$ cat src/rtl/aes_stream_pkg.sv
// Shared constants for the AES stream front-end: block width, FSM state codes, beat-width helpers.
package aes_stream_pkg;

    localparam int AES_BLK_W = 128;

    localparam logic [1:0] S_LOAD  = 2'd0;
    localparam logic [1:0] S_START = 2'd1;
    localparam logic [1:0] S_WAIT  = 2'd2;
    localparam logic [1:0] S_DRAIN = 2'd3;

    function automatic int beats(input int dw);
        return AES_BLK_W / dw;
    endfunction

    function automatic bit dw_legal(input int dw);
        return (dw == 8) || (dw == 16) || (dw == 32) || (dw == 64) || (dw == 128);
    endfunction

    // A single-beat block still needs a 1-bit counter so the port-free logic stays uniform.
    function automatic int cnt_width(input int dw);
        return (beats(dw) > 1) ? $clog2(beats(dw)) : 1;
    endfunction

endpackage

$ cat src/rtl/aes_stream_shreg.sv
// Parallel-load / DW-bit left-shift register used for the PT, KEY and CT block buffers.
module aes_stream_shreg
    import aes_stream_pkg::*;
#(
    parameter int W  = AES_BLK_W,
    parameter int DW = 8
) (
    input  logic          clk,
    input  logic          reset,
    input  logic          load,
    input  logic [W-1:0]  load_data,
    input  logic          shift,
    input  logic [DW-1:0] shift_in,
    output logic [W-1:0]  q
);

    logic [W-1:0] shifted;

    generate
        if (DW == W) begin : g_full
            assign shifted = shift_in;
        end else begin : g_part
            assign shifted = {q[W-DW-1:0], shift_in};
        end
    endgenerate

    always_ff @(posedge clk) begin
        if (!reset) begin
            q <= '0;
        end else if (load) begin
            q <= load_data;
        end else if (shift) begin
            q <= shifted;
        end
    end

endmodule

$ cat src/rtl/aes_stream_ctrl.sv
// Stream front-end for a 128-bit AES core: DW-bit PT/KEY beats in, one core launch, DW-bit CT beats out.
// Optional AES_STREAM_KEY_REUSE_EN adds key_load so a block may reuse the previously loaded key.
module aes_stream_ctrl
    import aes_stream_pkg::*;
#(
    parameter int DW = 8
) (
    input  logic                 clk,
    input  logic                 reset,
    input  logic                 valid,
    input  logic [DW-1:0]        PT,
    input  logic [DW-1:0]        KEY,
`ifdef AES_STREAM_KEY_REUSE_EN
    input  logic                 key_load,
`endif
    output logic                 ready,
    output logic                 ct_valid,
    output logic [DW-1:0]        CT,
    input  logic                 ct_ready,
    output logic                 busy,
    output logic                 core_start,
    output logic [AES_BLK_W-1:0] core_pt,
    output logic [AES_BLK_W-1:0] core_key,
    input  logic                 core_done,
    input  logic [AES_BLK_W-1:0] core_ct
);

    localparam int BEATS = beats(DW);
    localparam int CW    = cnt_width(DW);
    localparam logic [CW-1:0] LAST = CW'(BEATS - 1);

    generate
        if (!dw_legal(DW)) begin : g_bad_dw
            $error("aes_stream_ctrl: DW must be one of 8, 16, 32, 64, 128");
        end
    endgenerate

    logic [1:0]           state;
    logic [CW-1:0]        cnt;
    logic                 in_fire;
    logic                 out_fire;
    logic                 last_beat;
    logic                 key_shift;
    logic                 ct_load;
    logic [AES_BLK_W-1:0] ct_q;

    assign ready      = reset && (state == S_LOAD);
    assign ct_valid   = (state == S_DRAIN);
    assign core_start = (state == S_START);
    assign busy       = (state != S_LOAD);
    assign in_fire    = valid && ready;
    assign out_fire   = ct_valid && ct_ready;
    assign last_beat  = (cnt == LAST);
    assign ct_load    = (state == S_WAIT) && core_done;
    assign CT         = ct_q[AES_BLK_W-1 -: DW];

`ifdef AES_STREAM_KEY_REUSE_EN
    // key_load is only meaningful on the first beat; later beats follow the latched choice.
    logic key_sel;

    always_ff @(posedge clk) begin
        if (!reset) begin
            key_sel <= 1'b1;
        end else if (in_fire && (cnt == '0)) begin
            key_sel <= key_load;
        end
    end

    assign key_shift = in_fire && ((cnt == '0) ? key_load : key_sel);
`else
    assign key_shift = in_fire;
`endif

    always_ff @(posedge clk) begin
        if (!reset) begin
            state <= S_LOAD;
            cnt   <= '0;
        end else begin
            case (state)
                S_LOAD: begin
                    if (in_fire) begin
                        if (last_beat) begin
                            cnt   <= '0;
                            state <= S_START;
                        end else begin
                            cnt <= cnt + CW'(1);
                        end
                    end
                end
                S_START: state <= S_WAIT;
                S_WAIT: begin
                    if (core_done) begin
                        state <= S_DRAIN;
                    end
                end
                S_DRAIN: begin
                    if (out_fire) begin
                        if (last_beat) begin
                            cnt   <= '0;
                            state <= S_LOAD;
                        end else begin
                            cnt <= cnt + CW'(1);
                        end
                    end
                end
                default: state <= S_LOAD;
            endcase
        end
    end

    aes_stream_shreg #(.W(AES_BLK_W), .DW(DW)) u_pt_reg (
        .clk(clk), .reset(reset), .load(1'b0), .load_data('0),
        .shift(in_fire), .shift_in(PT), .q(core_pt)
    );

    aes_stream_shreg #(.W(AES_BLK_W), .DW(DW)) u_key_reg (
        .clk(clk), .reset(reset), .load(1'b0), .load_data('0),
        .shift(key_shift), .shift_in(KEY), .q(core_key)
    );

    aes_stream_shreg #(.W(AES_BLK_W), .DW(DW)) u_ct_reg (
        .clk(clk), .reset(reset), .load(ct_load), .load_data(core_ct),
        .shift(out_fire), .shift_in('0), .q(ct_q)
    );

    // Only the top beat of the CT buffer leaves the block; the rest exists to be shifted up.
    generate
        if (DW < AES_BLK_W) begin : g_ct_tail
            logic unused_ct_tail;
            assign unused_ct_tail = ^ct_q[AES_BLK_W-DW-1:0];
        end
    endgenerate

endmodule

$ cat config.mk
export PLATFORM = sky130hd
export DESIGN_NAME = aes_stream_ctrl
export DESIGN_NICKNAME = d
export VERILOG_FILES = /design/src/rtl/aes_stream_pkg.sv /design/src/rtl/aes_stream_shreg.sv /design/src/rtl/aes_stream_ctrl.sv
export SDC_FILE = /design/constraint.sdc
export NUM_CORES = 1
export LEC_CHECK = 0
export ABC_AREA = 0
export CAP_MARGIN = 5
export CORE_ASPECT_RATIO = 0.6
export CORE_MARGIN = 1.5
export CORE_UTILIZATION = 43
export DETAILED_ROUTE_END_ITERATION = 16
export GPL_ROUTABILITY_DRIVEN = 0
export PLACE_DENSITY = 0.86
export RECOVER_POWER = 50
export SLEW_MARGIN = 10
export SYNTH_ARGS = -nofsm -noshare
export SYNTH_HDL_FRONTEND = slang
export SYNTH_SLANG_ARGS = --single-unit
export TNS_END_PERCENT = 20
$ cat constraint.sdc
create_clock -name clk -period 1.5 [get_ports clk]
set_input_delay 0.225 -clock clk [delete_from_list [all_inputs] [get_ports clk]]
set_output_delay 0.225 -clock clk [all_outputs]
set_load 0.02 [all_outputs]
**Word level (Yosys, flattened, before mapping)**

Cells that the tools add are included.

- Output and inout port bits: 268
- Flip-flop bits (word level): 390
- Word-level logic and storage cells: 37
- Input port bits: 149

- Equal/unequal tests: 9
- Reduce and logical (&&, ||, !) cells: 10
- Add/subtract/negate cells: 1
- Mux-type cells: 12

Operators with widths:

| operator | count |
|---|---|
| $mux 128 | 2 |
| $mux 4 | 3 |
| $mux 2 | 5 |
| $pmux 2 s4 | 1 |
| $pmux 4 s2 | 1 |
| $ne 2x2->1 const B | 3 |
| $reduce_bool 2->1 | 3 |
| $reduce_and 5->1 | 1 |
| $add 4x1->4 const B | 1 |
| $eq 2x2->1 const B | 2 |
| $eq 4x4->1 const B | 1 |
| $logic_and 1x1->1 | 4 |
| $ne 2x1->1 const B | 2 |
| $reduce_and 3->1 | 1 |
| $eq 2x1->1 const B | 1 |
| $logic_not 2->1 | 1 |

**Depth between registers and ports, before layout**

Gate-level depths: netlist of run 1.

- Depth after elaboration: 5
- Gate-level depth with buffers: 8
- Gate-level depth less buffers: 6

**By module**

Synthesis of run 1 repeated with hierarchy kept, for this count alone.

- Cell total of the unflattened synthesis: 1753
- Area, all modules: 19960.4 sq um

Modules (own cells, without submodules):

| module | times used | sequential area each (sq um) | cells an instance | area each (sq um) |
|---|---|---|---|---|
| aes_stream_shreg | 3 | 2562.5 | 568 | 6505.0 |
| aes_stream_ctrl | 1 | 120.1 | 49 | 445.4 |

**Least setup slack after synthesis of run 1**

No wires, ideal clock.

- Path kind: reg2reg
- Start point: register state[0]
- End point: register u_ct_reg.q[78]
- Period minus slack after synthesis: 1.705 ns
- Buffers on the path: 3
- Data arrival time: 1.571 ns
- Slack: -0.205 ns
- Library setup time: 0.133 ns
- Stages on the path, launching flop included: 8
- Data required time: 1.367 ns
- Cells stage by stage: dfxtp_1 -> ha_1 -> nand2_1 -> nand2_1 -> buf_4 -> buf_4 -> buf_2 -> a311oi_1

- Word-level cells in the longest chain between the ends: 3
- Elaborated cells on any way between the ends: 6
- Classes of those cells: 2 x eq/ne; 1 x mux; 3 x reduce/logical

Ends and longest elaborated chain:

| item | RTL line | RTL |
|---|---|---|
| start, declared | aes_stream_ctrl.sv:38 | `logic [1:0] state;` |
| start signal, assigned | aes_stream_ctrl.sv:76 | `state <= S_LOAD;` |
| start signal, assigned | aes_stream_ctrl.sv:84 | `state <= S_START;` |
| start signal, assigned | aes_stream_ctrl.sv:90 | `S_START: state <= S_WAIT;` |
| $eq 2x2->1 | aes_stream_ctrl.sv:48 | `assign ct_valid = (state == S_DRAIN);` |
| named net ct_valid | aes_stream_ctrl.sv:17 | `output logic ct_valid,` |
| $logic_and 1x1->1 | aes_stream_ctrl.sv:52 | `assign out_fire = ct_valid && ct_ready;` |
| $reduce_bool 2->1 (no line) | - |  |
| end signal, assigned | aes_stream_shreg.sv:31 | `q <= load_data;` |
| end signal, assigned | aes_stream_shreg.sv:33 | `q <= shifted;` |
| end, declared | aes_stream_shreg.sv:14 | `output logic [W-1:0] q` |

The timed path passes the listed nets, and every way through them passes these cells.
A chain may end at the register's enable or synchronous reset.

**Worst setup path in the final report of run 1**

- Start point: register state[0]
- End point: register state[1]

- Word-level cells in the longest chain between the ends: 5
- Elaborated cells on any way between the ends: 14
- Classes of those cells: 8 x eq/ne; 1 x mux; 5 x reduce/logical

Ends and longest elaborated chain:

| item | RTL line | RTL |
|---|---|---|
| $logic_not 2->1 | aes_stream_ctrl.sv:47, aes_stream_ctrl.sv:79 |  |
| $logic_and 1x1->1 | aes_stream_ctrl.sv:47 | `assign ready = reset && (state == S_LOAD);` |
| $logic_and 1x1->1 | aes_stream_ctrl.sv:51 | `assign in_fire = valid && ready;` |
| $ne 2x2->1 (no line) | - |  |
| $reduce_and 5->1 (no line) | - |  |

Parallel ways exist; a longest one is shown, timed or not.

==> metrics.md, run 1 <==
| Metric | Value |
|---|---|
| Yosys warns | `0` |
| Maximum buffer depth of the clock tree | `3` |
| GRT Util Overall | `0.2610` |
| DR vias/cell | `5.431` |
| Most used cell, CP | `buf_6` |
| WHS | `0.2656 ns` |
| Share of Yosys cell area claimed by the top area cell type | `0.5364` |
| Achievable Freq | `590.1 MHz` |
| DP Area | `19,660 µm²` |
| TritonCTS clock tree | `built` |
| Core area | `32,860 µm²` |
| Syn avg cell area | `7.826 µm²` |
| Synthesized Nets | `2,014` |
| Via count | `15,120` |
| DR pass1 iterations | `6` |
| Die height | `145.5 µm` |
| Worst-margin pin slew | `0.6897 ns` |
| Number of buffers created by CTS | `37` |
| Post-synthesis sequential element count | `390` |
| Die area | `35,000 µm²` |
| # rows | `51` |
| Most common cell in the netlist | `nand2_1` |
| Root Driver | `clkbuf_16` |
| Crit Path Category | `flip-flop to flip-flop` |
| Hold Violations, Final | `0` |
| Synthesized instance count | `1,860` |
| Initial antenna violation count | `3` |
| WP data arrival | `2.10 ns` |
| Global route overflow | `0` |
| Grt met3 use | `0.05216` |
| Cell area after synthesis | `14,560 µm²` |
| Power density cells | `1035 nW/µm²` |
| DPL Wire Length | `33,960 µm` |
| First-pass GRT wire length | `73,440 µm` |
| Status | `complete, but fails checks` |
| Max cap viols | `0` |
| Worst relative slew slack | `0.5402` |
| Ys async rst share | `0` |
| Worst path slowest cell | `dfxtp_4` |
| Final setup margin | `-0.1945 ns` |
| Post-synth top cells | `nand2_1, dfxtp_1, o21ai_0, nor2_1, a311oi_1` |
| PortBufs | `416` |
| Met2 global-route usage | `0.4062` |
| DRT antenna net count | `0` |
| Period utilization | `1.130` |
| Layout fillers | `2,423` |
| DRC Markers | `0` |
| Global route hottest layer | `met2` |
| Post-route design area | `22,250 µm²` |
| WP data required | `1.90 ns` |
| CP Max Fanout | `3` |
| Startpoint types | `flip-flop` |
| Slew Limit Fails | `0` |
| Area Growth Syn to Fin | `52.84%` |
| Failing checks | `negative setup slack` |
| Level count of the clock H-tree | `2` |
| Main synth FF type | `dfxtp_1` |
| CP Cell Sequence | `buf_6, ha_4, buf_6, buf_6, a221oi_4, a211oi_2, a41o_1` |
| Worst Skew | `0.01878 ns` |
| Crit end category | `flip-flop` |
| Effective utilization at floorplan | `0.4429` |
| Die width | `240.5 µm` |
| # clock sinks | `390` |
| RSZ-0062 raised after global routing | `yes` |
| Largest net degree at the start of global routing | `135` |
| Largest stage delay, worst path | `0.36 ns` |
| Seq/Total Area, Yosys | `0.5364` |
| Pleak | `8.346 nW` |
| Min cycle time layout | `1.695 ns` |
| Post-synth EDFFs | `0` |
| Synth top area cells | `dfxtp_1, nand2_1, o21ai_0` |
| Setup violations, final | `224` |
| DR WL/cell | `19.33 µm` |
| Vias in the first global route | `13,480` |
| Peak VDD IR | `0.7097 mV` |
| Initial DRC count | `1,580` |
| Share of cells above drive strength 1 | `0.1514` |
| CTS clk-pin slew, worst paths | `0.06 ns` |
| Post-synth top area cell | `dfxtp_1` |
| Nets | `2,458` |
| Grt met1 use | `0.3571` |
| Hold Crit Class | `input port to flip-flop` |
| Worst-skew pair later-pin latency | `0.52 ns` |
| Final WL | `53,820 µm` |
| Yosys cell types | `27` |
| IO Count | `417` |
what timing repair did:
item,CTS,global route
setup endpoints to repair,523,549
pin swaps,15,33
hold buffers,1,0
gates resized for setup,447,152
cloned,0,30
buffers inserted,3,19
endpoints found under the hold margin,1,0
registers in the layout, indices dropped and copies added, names as in the netlist:
| register | flops |
|---|---|
| u_ct_reg.q | 128 |
| cnt | 4 |
| u_pt_reg.q | 128 |
| u_key_reg.q | 128 |
| state | 2 |
layout by cell type (no fill, tap or decap), drive strengths merged:
cell type / n
clkdlybuf4s15: 101
o21a: 1
buf: 127
inv: 5
nor2: 131
clkdlybuf4s18: 1
dlygate4sd3: 1
nand3b: 2
a211oi: 2
clkinvlp: 3
nand3: 3
bufinv: 2
nand2b: 1
a311oi: 120
o211ai: 1
a41o: 1
ha: 5
a21oi: 6
xor2: 1
o21ai: 259
a22oi: 8
and2: 1
clkdlybuf4s50: 147
nor2b: 2
dlygate4sd2: 162
clkinv: 9
and3: 3
dfxtp: 390
a221oi: 1
clkbuf: 76
diode: 3
nand2: 759
area by class of cell:
class	count	area [µm²]	share of cell area
clock buffer	52	1064	0.04780
timing repair buffer	563	6072	0.2729
clock inverter	14	146.4	0.006580
antenna	3	7.507	0.0003374
sequential	390	7812	0.3511
multi-input combinational	1307	6559	0.2948
inverter	5	25.02	0.001125
tap	450	563.0	0.02531
stage by stage:
| step | utilization | TNS, ns | power [mW] | worst slack (ns) | std cells |
|---|---|---|---|---|---|
| after global placement | 0.5983 | -41.81 | 13.22 | -0.1858 | 2662 |
| after global routing | 0.6770 | -36.56 | 23.80 | -0.2403 | 2784 |
| after detailed placement | 0.5983 | -55.87 | 13.27 | -0.3268 | 2662 |
| final | 0.6770 | -13.45 | 23.03 | -0.1945 | 2784 |
| after CTS | 0.6340 | -5.830 | 22.54 | -0.1774 | 2732 |
| after floorplan | - | -3.477 | 11.99 | -0.04469 | 1860 |
power breakdown:
part | leakage, nW | switching (mW) | internal [mW]
Combinational | 4.61 | 1.54 | 1.35
Clock | 0.589 | 4.08 | 5.34
Sequential | 3.15 | 0.174 | 10.6
Total | 8.35 | 5.79 | 17.2
logic make-up (layout without fill, tap and decap cells):
group	after synthesis	after routing	synth area share
other	0	3	0
and+or+nand+nor	899	902	0.2336
AOI/OAI and AO/OA	399	399	0.1715
adders and majority gates	5	5	0.004298
DFF	390	390	0.5364
xor gates and xnor gates	1	1	0.0006018
buffers and inverters	166	634	0.05364
per-layer routing:
metal / vias up / share of wire
li1: 7081 / -
met3: 140 / 0.087
met4: 0 / 0.038
met5: - / 0
met1: 7165 / 0.42
met2: 734 / 0.45
final timing paths:
kind	startpoint	to	slack (ns)	cells after the start
worst max-delay path	state[0]$_SDFFE_PN0P_	state[1]$_SDFFE_PN0P_	-0.19	7
worst min register to register	u_key_reg.q[124]$_SDFFE_PN0P_	u_key_reg.q[124]$_SDFFE_PN0P_	0.46	2
worst max register to register	state[0]$_SDFFE_PN0P_	state[1]$_SDFFE_PN0P_	-0.19	7
worst min-delay path	PT[4]	u_pt_reg.q[4]$_SDFFE_PN0P_	0.27	3
critical path, delay by kind of cell (launching register included):
family | cells | cell delay (ns)
AO/OA/AOI/OAI | 3 | 0.67
flip-flops | 1 | 0.36
adder cells (fa/ha/maj) | 1 | 0.18
buffers and inverters | 3 | 0.37
Power figures use the tool's default switching activity.
==> run 2: changes to the inputs <==
- CORE_UTILIZATION: 43 -> 55
- DONT_BUFFER_PORTS: not set -> 1
- PLACE_DENSITY: 0.86 -> 0.83
==> metrics.md, run 2 (synthesis gave the netlist of run 1 again) <==
| Metric | Value |
|---|---|
| # rows | `45 (was 51)` |
| # clock sinks | `390 (unchanged)` |
| Largest regs | `u_ct_reg.q x128, u_key_reg.q x128, u_pt_reg.q x128 (unchanged)` |
| WP data required | `1.84 ns (was 1.90 ns)` |
| Final setup margin | `-0.7466 ns (was -0.1945 ns)` |
| Number of buffers created by CTS | `35 (was 37)` |
| PortBufs | `0 (was 416)` |
| Layout fillers | `1,051 (was 2,423)` |
| Via count | `17,680 (was 15,120)` |
| Area Growth Syn to Fin | `52.00% (was 52.84%)` |
| CTS clk-pin slew, worst paths | `0.08 ns (was 0.06 ns)` |
| DR pass1 iterations | `12 (was 6)` |
| Global route overflow | `0 (unchanged)` |
| Root Driver | `clkbuf_16 (unchanged)` |
| Crit end category | `flip-flop (unchanged)` |
| Global route hottest layer | `met2 (unchanged)` |
| First-pass GRT wire length | `87,530 µm (was 73,440 µm)` |
| Max cap viols | `0 (unchanged)` |
| Effective utilization at floorplan | `0.5682 (was 0.4429)` |
| Grt met3 use | `0.1454 (was 0.05216)` |
| Worst relative slew slack | `0.4581 (was 0.5402)` |
| DP Area | `15,040 µm² (was 19,660 µm²)` |
| Grt met1 use | `0.4561 (was 0.3571)` |
| GRT Util Overall | `0.4066 (was 0.2610)` |
| DRT antenna net count | `0 (unchanged)` |
| Period utilization | `1.498 (was 1.130)` |
| Hold Crit Class | `input port to flip-flop (unchanged)` |
| Achievable Freq | `445.1 MHz (was 590.1 MHz)` |
| Peak VDD IR | `0.9837 mV (was 0.7097 mV)` |
| Hold Violations, Final | `0 (unchanged)` |
| Initial antenna violation count | `6 (was 3)` |
| DR WL/cell | `28.36 µm (was 19.33 µm)` |
| Startpoint types | `flip-flop (unchanged)` |
| Die height | `129.0 µm (was 145.5 µm)` |
| Setup violations, final | `327 (was 224)` |
| CP Max Fanout | `5 (was 3)` |
| WHS | `0.1175 ns (was 0.2656 ns)` |
| Share of cells above drive strength 1 | `0.1592 (was 0.1514)` |
| Pleak | `6.845 nW (was 8.346 nW)` |
| Commonest non-fill, non-tap cell in the layout | `nand2_1 (unchanged)` |
| RSZ-0062 raised after global routing | `yes (unchanged)` |
| DR vias/cell | `6.755 (was 5.431)` |
| Level count of the clock H-tree | `2 (unchanged)` |
| Min cycle time layout | `2.247 ns (was 1.695 ns)` |
| Initial DRC count | `3,568 (was 1,580)` |
| Core area | `25,620 µm² (was 32,860 µm²)` |
| Status | `complete, but fails checks (unchanged)` |
| WP data arrival | `2.59 ns (was 2.10 ns)` |
| Most frequent cells in the layout | `nand2_1, dlygate4sd3_1, dfxtp_1, o21ai_0, nor2_1 (was nand2_1, dfxtp_1, o21ai_0, dlygate4sd2_1, clkdlybuf4s50_1)` |
| Power, Total | `23.09 mW (was 23.03 mW)` |
| Power density cells | `1044 nW/µm² (was 1035 nW/µm²)` |
| Worst-margin pin slew | `0.8043 ns (was 0.6897 ns)` |
| Die width | `213.0 µm (was 240.5 µm)` |
| Slew Limit Fails | `0 (unchanged)` |
| Final WL | `74,220 µm (was 53,820 µm)` |
| Crit Path Category | `flip-flop to flip-flop (unchanged)` |
| Nets | `2,391 (was 2,458)` |
| Worst Skew | `0.02768 ns (was 0.01878 ns)` |
| IO Count | `417 (unchanged)` |
| Met2 global-route usage | `0.6612 (was 0.4062)` |
| DRC Markers | `0 (unchanged)` |
| Largest net degree at the start of global routing | `251 (was 135)` |
| Die area | `27,480 µm² (was 35,000 µm²)` |
| Vias in the first global route | `15,900 (was 13,480)` |
| Post-route design area | `22,130 µm² (was 22,250 µm²)` |
| Failing checks | `negative setup slack (unchanged)` |
| TritonCTS clock tree | `built (unchanged)` |
| Setup_tns | `-40.28 ns (was -13.45 ns)` |
| Maximum buffer depth of the clock tree | `3 (unchanged)` |
| DPL Wire Length | `27,280 µm (was 33,960 µm)` |
| Worst-skew pair later-pin latency | `0.53 ns (was 0.52 ns)` |
run 2: cell types whose count changed in the layout (fill, tap and decap cells not counted), sizes merged:
| cell | change |
|---|---|
| bufbuf | +1 |
| diode | +1 |
| clkdlybuf4s18 | -1 |
| clkinv | -1 |
| clkdlybuf4s15 | -101 |
| dlygate4sd3 | +387 |
| clkinvlp | -1 |
| inv | -1 |
| clkdlybuf4s50 | -147 |
| and3 | -1 |
| clkbuf | -7 |
| dlygate4sd2 | -162 |
| nand2 | -1 |
| buf | -35 |
run 2: worst paths after layout:
| check | startpoint | endpoint | slack, ns | cells after the start |
|---|---|---|---|---|
| setup / recovery | state[1]$_SDFFE_PN0P_ | u_ct_reg.q[79]$_SDFFE_PN0P_ | -0.75 | 8 |
| hold / removal | ct_ready | u_ct_reg.q[2]$_SDFFE_PN0P_ | 0.12 | 4 |
| setup reg to reg | state[1]$_SDFFE_PN0P_ | u_ct_reg.q[79]$_SDFFE_PN0P_ | -0.75 | 8 |
| hold reg to reg | u_ct_reg.q[25]$_SDFFE_PN0P_ | u_ct_reg.q[33]$_SDFFE_PN0P_ | 0.49 | 2 |
run 2: per-stage QoR:
stage                     utilization  cells  setup slack, ns
after floorplan                     -   1860         -0.04469
after global placement         0.5871   2112         -0.03324
after detailed placement       0.5871   2112          -0.1696
after CTS                      0.7996   2571          -0.1789
after global routing           0.8636   2616          -0.7495
final                          0.8637   2617          -0.7466
run 2: worst max-delay path, stage by stage, from the launching register on:
cell,delay [ns]
dfxtp_2,0.36
buf_6,0.12
ha_4,0.18
and2_4,0.20
buf_6,0.14
buf_12,0.12
buf_12,0.13
nand2_4,0.09
a311oi_2,0.71
run 2: per-layer routing:
metal | vias up | routed length (µm) | share of wire
met1 | 8004 | 23220 | 0.31
met2 | 1958 | 31550 | 0.43
met5 | - | 172 | 0.0023
met3 | 767 | 11550 | 0.16
met4 | 12 | 7724 | 0.10
li1 | 6936 | - | -
run 2: cell type report:
cell class              instances  area [µm²]  share of cell area
inverters                       5       30.03            0.001357
diodes                          4       10.01           0.0004524
well taps                     352       440.4             0.01990
repair buffers                500        5719              0.2585
clock buffers                  50        1075             0.04857
multi-input cells            1305        6900              0.3119
flip-flops and latches        390        7834              0.3540
clock inverters                11       117.6            0.005316
run 2: what timing repair did:
action                                  4_1_cts  5_1_grt
hold buffers                                388        0
endpoints found under the setup margin      173      289
endpoints found under the hold margin       381        0
pin swaps                                     8       66
cloned                                        5       21
gates resized for setup                      35      285
setup buffers                                 5       22
run 2: power by group:
part / leakage (nW) / internal, mW / switching, mW
Combinational: 3.10 / 1.05 / 1.31
Sequential: 3.16 / 10.5 / 0.420
Clock: 0.588 / 5.37 / 4.39
